[src/rtl/byte_ser_tx.sv]
// byte_ser_tx: byte FIFO feeding an MSB-first serialiser with sof/last framing strobes.
// Define SER_PARITY_EN to append an even-parity bit to every frame (9-bit frames).
module byte_ser_tx #(
  parameter int DEPTH = 8,
  parameter int AW    = 3
) (
  input  logic          clk,
  input  logic          reset,
  input  logic [7:0]    data_in,
  input  logic          data_en,
  input  logic          ovf_clr,
  output logic          ser_o,
  output logic          ser_valid,
  output logic          ser_sof,
  output logic          ser_last,
  output logic [AW:0]   fifo_level,
  output logic          ovf
);

`ifdef SER_PARITY_EN
  localparam logic [3:0] LAST_BIT = 4'd8;
`else
  localparam logic [3:0] LAST_BIT = 4'd7;
`endif
  localparam logic [3:0]    PRE_LAST = LAST_BIT - 4'd1;
  localparam logic [AW:0]   FULL     = (AW+1)'(DEPTH);
  localparam logic [AW-1:0] PTR_ONE  = AW'(1);
  localparam logic [AW:0]   LVL_ONE  = (AW+1)'(1);

  typedef enum logic {IDLE, SHIFT} state_t;

  state_t        state, state_n;
  logic [7:0]    mem [DEPTH];
  logic [AW-1:0] wr_ptr, rd_ptr;
  logic [7:0]    head;
  logic [7:0]    shreg, shreg_n;
  logic [3:0]    bit_cnt, bit_cnt_n;
  logic          ser_valid_n, ser_sof_n, ser_last_n;
  logic          push, drop, pop, fifo_empty;
`ifdef SER_PARITY_EN
  logic          par, par_n;
`endif

  // Full is judged on the registered level only, so a same-edge pop cannot rescue a write.
  assign fifo_empty = (fifo_level == '0);
  assign push       = data_en && (fifo_level != FULL);
  assign drop       = data_en && (fifo_level == FULL);
  assign head       = mem[rd_ptr];
  assign ser_o      = shreg[7];

  always_ff @(posedge clk) begin
    if (push) mem[wr_ptr] <= data_in;
  end

  always_ff @(posedge clk or posedge reset) begin
    if (reset) begin
      wr_ptr     <= '0;
      rd_ptr     <= '0;
      fifo_level <= '0;
      ovf        <= 1'b0;
    end else begin
      if (push) wr_ptr <= wr_ptr + PTR_ONE;
      if (pop)  rd_ptr <= rd_ptr + PTR_ONE;
      if (push && !pop)      fifo_level <= fifo_level + LVL_ONE;
      else if (pop && !push) fifo_level <= fifo_level - LVL_ONE;
      if (drop)         ovf <= 1'b1;
      else if (ovf_clr) ovf <= 1'b0;
    end
  end

  // ser_o is the MSB of the shift register, so clearing it on idle also zeroes the line.
  always_comb begin
    state_n     = state;
    shreg_n     = shreg;
    bit_cnt_n   = bit_cnt;
    ser_valid_n = ser_valid;
    ser_sof_n   = ser_sof;
    ser_last_n  = ser_last;
    pop         = 1'b0;
`ifdef SER_PARITY_EN
    par_n       = par;
`endif
    if ((state == IDLE) || (bit_cnt == LAST_BIT)) begin
      if (!fifo_empty) begin
        pop         = 1'b1;
        state_n     = SHIFT;
        shreg_n     = head;
        bit_cnt_n   = 4'd0;
        ser_valid_n = 1'b1;
        ser_sof_n   = 1'b1;
        ser_last_n  = 1'b0;
`ifdef SER_PARITY_EN
        par_n       = ^head;
`endif
      end else begin
        state_n     = IDLE;
        shreg_n     = 8'd0;
        bit_cnt_n   = 4'd0;
        ser_valid_n = 1'b0;
        ser_sof_n   = 1'b0;
        ser_last_n  = 1'b0;
      end
    end else begin
      bit_cnt_n  = bit_cnt + 4'd1;
      ser_sof_n  = 1'b0;
      ser_last_n = (bit_cnt == PRE_LAST);
`ifdef SER_PARITY_EN
      if (bit_cnt == 4'd7) shreg_n = {par, 7'd0};
      else                 shreg_n = {shreg[6:0], 1'b0};
`else
      shreg_n = {shreg[6:0], 1'b0};
`endif
    end
  end

  always_ff @(posedge clk or posedge reset) begin
    if (reset) begin
      state     <= IDLE;
      shreg     <= 8'd0;
      bit_cnt   <= 4'd0;
      ser_valid <= 1'b0;
      ser_sof   <= 1'b0;
      ser_last  <= 1'b0;
`ifdef SER_PARITY_EN
      par       <= 1'b0;
`endif
    end else begin
      state     <= state_n;
      shreg     <= shreg_n;
      bit_cnt   <= bit_cnt_n;
      ser_valid <= ser_valid_n;
      ser_sof   <= ser_sof_n;
      ser_last  <= ser_last_n;
`ifdef SER_PARITY_EN
      par       <= par_n;
`endif
    end
  end

endmodule

[config.mk]
export PLATFORM = sky130hd
export DESIGN_NAME = byte_ser_tx
export DESIGN_NICKNAME = d
export VERILOG_FILES = /design/src/rtl/byte_ser_tx.sv
export SDC_FILE = /design/constraint.sdc
export NUM_CORES = 1
export LEC_CHECK = 0
export BUFFER_PORTS_ARGS = -buffer_cell sky130_fd_sc_hd__buf_4
export CAP_MARGIN = 20
export CORE_UTILIZATION = 50
export CTS_CLUSTER_SIZE = 28
export DETAILED_ROUTE_END_ITERATION = 8
export PLACE_DENSITY = 0.68
export SLEW_MARGIN = 10
export SYNTH_ARGS = -nofsm -noshare
export SYNTH_HDL_FRONTEND = slang
export SYNTH_SLANG_ARGS = --single-unit
[constraint.sdc]
create_clock -name clk -period 6.7 [get_ports clk]
set_input_delay 1.34 -clock clk [delete_from_list [all_inputs] [get_ports clk]]
set_output_delay 1.34 -clock clk [all_outputs]
set_load 0.02 [all_outputs]
Yosys cells after proc, flatten, opt, wreduce, memory -nomap -nowiden. Memories as Yosys holds them, arrays and structs flattened. Cells that the tools add are included.

Flip-flop bits (word level): 26. Latch bits: 0. Memory bits (writable): 64. Memory bits (read-only): 0. Input port bits: 12. Output and inout bits: 9. Word-level logic and storage cells: 42. Memories kept: 1.

Memories: mem (words 8, width 8, read ports 1, clocked after memory_dff 0, write ports 1, line 33) `logic [7:0] mem [DEPTH];`.

Add/subtract/negate cells: 5. Multipliers: 0. Divide/modulo/power cells: 0. $lt $le $gt $ge: 0. Equality and inequality tests: 4. Shift-type cells: 0. Mux-type cells: 12. Bitwise logic cells: 1. Reduce and logical (&&, ||, !) cells: 10.

Operators with widths (number): $mux W8 (2); $mux W4 (3); $add A4 B1 Y4 const B (2); $eq A4 B3 Y1 const B (2); $mux W1 (7); $add A3 B1 Y3 const B (2); $eq A4 B4 Y1 const B (1); $logic_and A1 B1 Y1 (4); $logic_not A4 Y1 (1); $ne A4 B4 Y1 const B (1); $reduce_bool A2 Y1 (2); $sub A4 B1 Y4 const B (1); $logic_not A1 Y1 (2); $logic_or A1 B1 Y1 (1); $not A1 Y1 (1).

Logic depth before layout (Yosys ltp). Gate-level depths: netlist (run 1).

Depth in word-level cells: 6. Depth in mapped cells: 12. Depth with buffers taken out: 11.

Worst setup path after synthesis (run 1). OpenSTA, ideal clock, no wires.

Kind: input -> register. Start point: input data_en. End point: register fifo_level[3]. Library setup time: 0.126 ns. Arrival time: 3.097 ns. Data required time: 6.574 ns. Setup slack: 3.477 ns. Cell stages on the path: 8. Path buffers: 0. Cells stage by stage: a21boi_2 > ha_1 > inv_1 > ha_1 > a21o_1 > a2111oi_2 > a31oi_1 > a221o_1.

Longest elaborated chain between the ends: 4. Elaborated cells on any way between the ends: 6. Those cells by class: mux (1); reduce/logical (5).

RTL lines: start: declaration (line 10) `input logic data_en,`; $logic_and A1 B1 Y1 (*) (line 46) `assign push = data_en && (fifo_level != FULL);`; $logic_not A1 Y1 (line 65) `else if (pop && !push) fifo_level <= fifo_level - LVL_ONE;`; $logic_and A1 B1 Y1 (line 65); $reduce_bool A2 Y1 (no line); end signal: assignment (line 64) `if (push && !pop) fifo_level <= fifo_level + LVL_ONE;`; end signal: assignment (line 65); end: declaration (line 16) `output logic [AW:0] fifo_level,`.

Every way passes the cells marked *; elsewhere a longest branch is shown, timed or not. A chain may end at the register's enable or synchronous reset.

Final worst setup path (run 1).
Start point: input data_en. End point: register fifo_level[3].

Longest elaborated chain between the ends: 4. Elaborated cells on any way between the ends: 6. Those cells by class: mux (1); reduce/logical (5).

RTL lines: $logic_and A1 B1 Y1 (*) (line 46); net push (line 39) `logic push, drop, pop, fifo_empty;`; $logic_not A1 Y1 (line 65); $logic_and A1 B1 Y1 (line 65); $reduce_bool A2 Y1 (no line).

The timed path passes the listed nets; every way through them passes the cells marked *.

==> results.md, run 1 <==
* Num rows at 30
* Int Pwr at 1.17 mW
* Status: complete, no violations
* Post-synthesis register bit count at 90
* Sw frac at 0.318
* Largest net degree at the start of global routing at 27
* DRT iter0 DRCs at around 140
* GRT Overall Usage at 0.174
* Routed WL at around 5800 um
* Type of the tightest min-delay check: reg2reg
* Prevailing post-synth register cell: edfxtp_1
* Final Skew at around 12 ps
* Number of top-level pins at 21
* FF-to-FF Start: bit_cnt[0]$_DFF_PP0_
* Leakage Power at roughly 1.5 nW
* Synthesis-to-layout area growth at 13.6%
* Initial antenna violation count at 0
* DP HPWL at approximately 3500 um
* Synthesized area at between 3000 and 4000 sq um
* Clock buffer depth at 2
* Fin Setup TNS at 0 ps
* WP data required at ~6900 ps
* Rel. slew slack at 0.359
* Synth unique cells at 34
* Core area at around 7000 sq um
* Hold-fix buffers at CTS at 0
* Post-synth EDFFs at 64
* Antenna cell count at 0
* Fmax at roughly 320 MHz
* Critical path type: in2reg
* Antenna Violating Nets Remaining at 0
* Pwr dens at between 400 and 500 nW/um^2
* Vias post-DR at around 1700
* Syn nets at between 200 and 250
* FF-to-FF setup slack at roughly 3600 ps
* Reg2Reg Depth at 11
* Placed Cells at between 300 and 400
* Worst-Skew Late Latency at between 300 and 400 ps
* RSZ-0062 raised after global routing: false
* Critical Path Sink Type: flip-flop
* NetSw at about 0.55 mW
* Worst-path fanout max at 6
* Clk sink count at 90
* Max-slew violations at 0
* CTS buffer count at 9
* Logic pwr share at 0.293
* Start point of the critical path: data_en
* Synth warn at 0
* Nets at between 200 and 300
* Root Driver: clkbuf_8
* Final setup fails at 0
* Fin crit period at 3100 ps
* Vias in the first global route at 1687
* Hold Vio Cnt, Final at 0
* Crit path launch type: input port
* Max-cap viol count at 0
* Reg power frac at 0.489
* Tcrit/Tclk final at 0.463
* Hold Startpoint: shreg[5]$_DFF_PP0_
* Final GP Congestion at around 0.7
* Die Span X at between 80 and 90 um
* Port-buffer cells at 20
* Post-CTS setup buffers at 0
* Initial Util at 0.525
* Hold Path Sink: shreg[6]$_DFF_PP0_
* Vias per inst at ~5.3
* CTS tree: yes
* Worst slew pin tran at 958 ps
* R2R Path End: fifo_level[3]$_DFFE_PP0P_
* Hold Crit Depth at 2
* Post-synth ARST share at 0.289
* Peak supply drop at roughly 0.00018 V
* Mean post-synth cell area at approximately 18 sq um
* Final non-filler cell total at between 300 and 400
* Grt total ovfl at 0
* Die area at 7560 sq um
* Die Height at about 87 um
* Share of cells above drive strength 1 at 0.268
* CP arrival at 3340 ps
* CTS clk-pin slew, worst paths at approximately 90 ps
* Routed len/inst at between 15 and 20 um
* First-pass GRT wire length at approximately 9000 um
* Seq/Total Area, Yosys at 0.713
* Layout fillers at 525
* Syn Inst Count at around 200
* CTS resizes at 0
* Clock power frac at 0.219
* Max H-tree Level at 3
* DRC at 0
* Iteration count of the initial detailed-routing pass at 4
cells by family after synthesis:
kind of cell,after synthesis,share of synthesized area
AO/OA/AOI/OAI,16,0.0298
XOR/XNOR,8,0.0194
adder cells (fa/ha/maj),8,0.0298
buffers and inverters,13,0.0208
flip-flops,90,0.713
multiplexers,27,0.132
AND/OR/NAND/NOR,41,0.0548
stage by stage:
stage / area (sq um) / total power, mW / util / hold slack [ps] / worst slack, ps
after global routing: 4100 / 1.82 / 0.597 / 485 / 3410
after detailed placement: 3840 / 1.34 / 0.559 / 455 / 3230
after floorplan: 3610 / 1.22 / - / 431 / 3480
after global placement: 3840 / 1.33 / 0.559 / 436 / 3280
after CTS: 4040 / 1.72 / 0.589 / 470 / 3600
final: 4100 / 1.72 / 0.597 / 461 / 3600
power by group through the flow:
| stage | Sequential [mW] | Clock [mW] | Combinational [mW] |
|---|---|---|---|
| 5_1_grt | 0.859 | 0.404 | 0.555 |
| 3_5_place_dp | 0.875 | 0 | 0.469 |
| 6_report | 0.839 | 0.375 | 0.503 |
| 4_1_cts | 0.863 | 0.385 | 0.470 |
| 2_1_floorplan | 0.816 | 0 | 0.400 |
| 3_3_place_gp | 0.871 | 0 | 0.460 |
worst max path at each step:
stage | to | slack [ps] | cells past startpoint
6_report | fifo_level[3]$_DFFE_PP0P_ | 3600 | 9
5_1_grt | fifo_level[3]$_DFFE_PP0P_ | 3410 | 11
4_1_cts | fifo_level[3]$_DFFE_PP0P_ | 3600 | 11
3_5_place_dp | fifo_level[3]$_DFFE_PP0P_ | 3230 | 9
2_1_floorplan | fifo_level[3]$_DFFE_PP0P_ | 3480 | 8
3_3_place_gp | fifo_level[3]$_DFFE_PP0P_ | 3280 | 9
critical path, cell delays in order:
cell and delay, ps:
buf_4 80, a21boi_2 290, ha_1 260, inv_1 120, ha_1 290, a21o_1 210
a2111oi_2 360, a31oi_1 70, a221o_1 320
sequential cells by signal (all words and copies together), names as in the netlist:
register	count
ovf	1
ser_last	1
shreg	8
state	1
wr_ptr	3
rd_ptr	3
ser_sof	1
mem	64
bit_cnt	4
fifo_level	4
layout make-up:
cell class | instances | area (sq um) | area share
Inverter | 5 | 18.8 | 0.00458
Sequential cell | 90 | 2570 | 0.628
Clock buffer | 9 | 124 | 0.0302
Clock inverter | 7 | 82.6 | 0.0201
Multi-Input combinational cell | 100 | 961 | 0.234
Timing Repair Buffer | 24 | 220 | 0.0537
Tap cell | 96 | 120 | 0.0293
cells in the mapped netlist (all sizes together) (3+ instances only):
| cell | count | area (sq um) |
|---|---|---|
| dfrtp | 26 | 651 |
| nor2 | 11 | 41.3 |
| o21ai | 9 | 45.0 |
| mux2 | 3 | 37.5 |
| nand2b | 4 | 25.0 |
| mux2i | 8 | 80.1 |
| nand2 | 14 | 52.6 |
| xnor2 | 4 | 35.0 |
| nor3 | 4 | 20.0 |
| buf | 6 | 48.8 |
| mux4 | 16 | 360 |
| xor2 | 4 | 35.0 |
| ha | 7 | 87.6 |
| edfxtp | 64 | 1920 |
| inv | 5 | 18.8 |
per-layer routing:
layer,GRT usage,up-vias,share of wire
met5,0,-,0
met4,0.0955,0,0.021
met3,0.0370,13,0.028
met2,0.268,27,0.48
met1,0.233,875,0.47
li1,-,824,-
layout by cell type (no fill, tap or decap), types with 4 or more instances in the layout:
| master | count |
|---|---|
| buf_4 | 22 |
| clkbuf_8 | 9 |
| dfrtp_1 | 26 |
| edfxtp_1 | 64 |
| ha_1 | 7 |
| inv_1 | 4 |
| mux2i_1 | 8 |
| mux4_2 | 16 |
| nand2_1 | 14 |
| nand2b_1 | 4 |
| nor2_1 | 11 |
| nor3_1 | 4 |
| o21ai_1 | 7 |
| xnor2_1 | 4 |
| xor2_1 | 4 |
No activity file was read; power rests on OpenSTA's default activity.
==> inputs of run 2 (changes only) <==
Settings changed: PLACE_DENSITY 0.68 to 0.71.
Clock period 6.7 ns to 2.5 ns, I/O delays scaled along.
==> run 2 against run 1 <==
Compared with the run above:
- global-route usage up 1.0 points
- sequential power rose to 2.6 times the previous value
- non-clock buffer count up 12
- critical path type is now reg2reg
- via count up 4.7%
- final cell count up 3.6%
- largest power group unchanged
==> results.md, run 2 (synthesis results as in run 1) <==
* Status: complete, no violations
* Clock buffer depth at 2 (unchanged)
* Synthesis-to-layout area growth at 16.8%
* Fmax at 408 MHz
* Number of top-level pins at 21 (unchanged)
* Max-cap viol count at 0 (unchanged)
* Vias per inst at 5.31 (+1.0%)
* Commonest non-fill, non-tap cell in the layout: edfxtp_1
* Post-route cell area at 4220 sq um (+2.8%)
* Tcrit/Tclk final at 0.980
* Iteration count of the initial detailed-routing pass at 4 (unchanged)
* Layout Utilization at 0.614 (+0.0169)
* Routed len/inst at 17.8 um (+2.2%)
* Critical Path Sink Type: flip-flop
* Pwr dens at 1120 nW/um^2 (+170%)
* Core area at 6870 sq um (unchanged)
* WP data required at 2750 ps (-4190 ps)
* Max reg flops at 64 (unchanged)
* Die Height at 87.0 um (unchanged)
* Grt total ovfl at 0 (unchanged)
* Met1 usage at 0.250 (+0.0177)
* Max H-tree Level at 3 (unchanged)
* Post-DP Area at 3960 sq um (+3.2%)
* Final Skew at 15.4 ps (+3.67 ps)
* GR Layer Usage met3 at 0.0341 (-0.00284)
* Hold slack at 181 ps (-281 ps)
* Vias in the first global route at 1836 (+8.8%)
* Worst path max stage delay at 490 ps (+130 ps)
* Final GP Congestion at 0.672 (-2.4%)
* CP cell instances: nor4_4 > nand2b_4 > ha_4 > inv_4 > ha_4 > a21o_1 > a2111oi_4 > a31oi_1 > a221o_1
* Largest net degree at the start of global routing at 27 (unchanged)
* Start point of the critical path: fifo_level[1]$_DFFE_PP0P_
* Critical path type: reg2reg
* Worst slew pin tran at 735 ps (-223 ps)
* First-pass GRT wire length at 9780 um (+8.2%)
* Max-slew violations at 0 (unchanged)
* Placed Cells at 327 (+4.5%)
* Most frequent cells in the layout: 64 x edfxtp_1, 36 x buf_4, 23 x dfrtp_1
* CP arrival at 2700 ps (-640 ps)
* Nets at 262 (+4.8%)
* Antenna cell count at 0 (unchanged)
* Die area at 7560 sq um (unchanged)
* Clk sink count at 90 (unchanged)
* FF-to-FF Start: fifo_level[1]$_DFFE_PP0P_
* Post-CTS setup buffers at 0 (unchanged)
* Initial antenna violation count at 0 (unchanged)
* Top reg by flops: mem
* CTS tree: yes
* Routed WL at 6110 um (+5.9%)
* CP max-delay cell: dfrtp_2
* Die Span X at 87.0 um (unchanged)
* Fin crit period at ~2400 ps
* DP HPWL at 3890 um (+9.9%)
* Vias post-DR at 1820 (+4.7%)
* Final setup fails at 0 (unchanged)
* Top Usage Layer GRT: met2
* Type of the tightest min-delay check: in2async
* Port-buffer cells at 20 (unchanged)
* Met2 GRT Util at 0.279 (+0.0115)
* Hold Vio Cnt, Final at 0 (unchanged)
* CTS buffer count at 9 (unchanged)
* Peak supply drop at 0.000545 V (+210%)
* Final Power at 4.72 mW (+170%)
* DRC at 0 (unchanged)
* Layout fillers at 515 (-1.9%)
* Worst-Skew Late Latency at 370 ps (about the same)
* Rel. slew slack at 0.510 (+0.151)
* Root Driver: clkbuf_8
* Num rows at 30 (unchanged)
* DRT iter0 DRCs at 98 (-30%)
* Initial Util at 0.525 (unchanged)
* Biggest regs: mem x64, shreg x8
* CTS clk-pin slew, worst paths at 100 ps (about the same)
* Share of cells above drive strength 1 at 0.348 (+0.0801)
* Antenna Violating Nets Remaining at 0 (unchanged)
* GRT Overall Usage at 0.184 (+0.0100)
* Leakage Power at 1.56 nW (+3.2%)
* Crit path launch type: flip-flop
* Most used cell, CP: ha_4
* Final non-filler cell total at 343 (+3.6%)
* Worst-path fanout max at 6 (unchanged)
-- run 2: critical path: cells and delay by family, from the launching register on --
| family | cells | cell delay (ps) |
|---|---|---|
| AND/OR/NAND/NOR | 2 | 470 |
| buffers and inverters | 1 | 60 |
| flip-flops | 1 | 490 |
| AO/OA/AOI/OAI | 4 | 950 |
| adder cells (fa/ha/maj) | 2 | 370 |
-- run 2: area by class of cell --
class | instances | area [sq um] | area share
multi-input cells | 100 | 1030 | 0.244
repair buffers | 36 | 270 | 0.0641
flip-flops and latches | 90 | 2580 | 0.611
clock buffers | 9 | 124 | 0.0294
well taps | 96 | 120 | 0.0285
inverters | 5 | 21.3 | 0.00505
clock inverters | 7 | 76.3 | 0.0181
-- run 2: what timing repair did --
action | in CTS | in global routing
endpoints found under the hold margin | 0 | 0
gates resized for setup | 0 | 9
hold buffers | 0 | 0
setup endpoints to repair | 0 | 1
-- run 2: path summary, 6_finish.rpt --
kind | slack (ps) | cells past startpoint | to
worst max register to register | 50 | 9 | fifo_level[3]$_DFFE_PP0P_
max in group asynchronous | 2040 | 3 | fifo_level[3]$_DFFE_PP0P_
worst min register to register | 480 | 2 | shreg[7]$_DFF_PP0_
min in group clk | 350 | 2 | ovf$_DFFE_PP0P_
worst min-delay path | 180 | 3 | bit_cnt[2]$_DFF_PP0_
worst max-delay path | 50 | 9 | fifo_level[3]$_DFFE_PP0P_
-- run 2: per-stage QoR --
stage               setup TNS, ps  worst slack (ps)
floorplan                       0              55.2
global placement                0               100
finish                          0              50.4
CTS                             0              8.40
detailed placement              0              23.3
global route                -17.6             -17.6
-- run 2: power breakdown --
part / switching [mW] / internal (mW) / total [mW]
Sequential: 0.260 / 1.94 / 2.20
Combinational: 0.747 / 0.801 / 1.55
Clock: 0.574 / 0.397 / 0.971
Total: 1.58 / 3.14 / 4.72
-- run 2: metal layers --
metal  share of wire  vias to the layer above
met1            0.46                      928
met5               0                        -
met4           0.027                        0
met3           0.027                       14
li1                -                      845
met2            0.48                       33
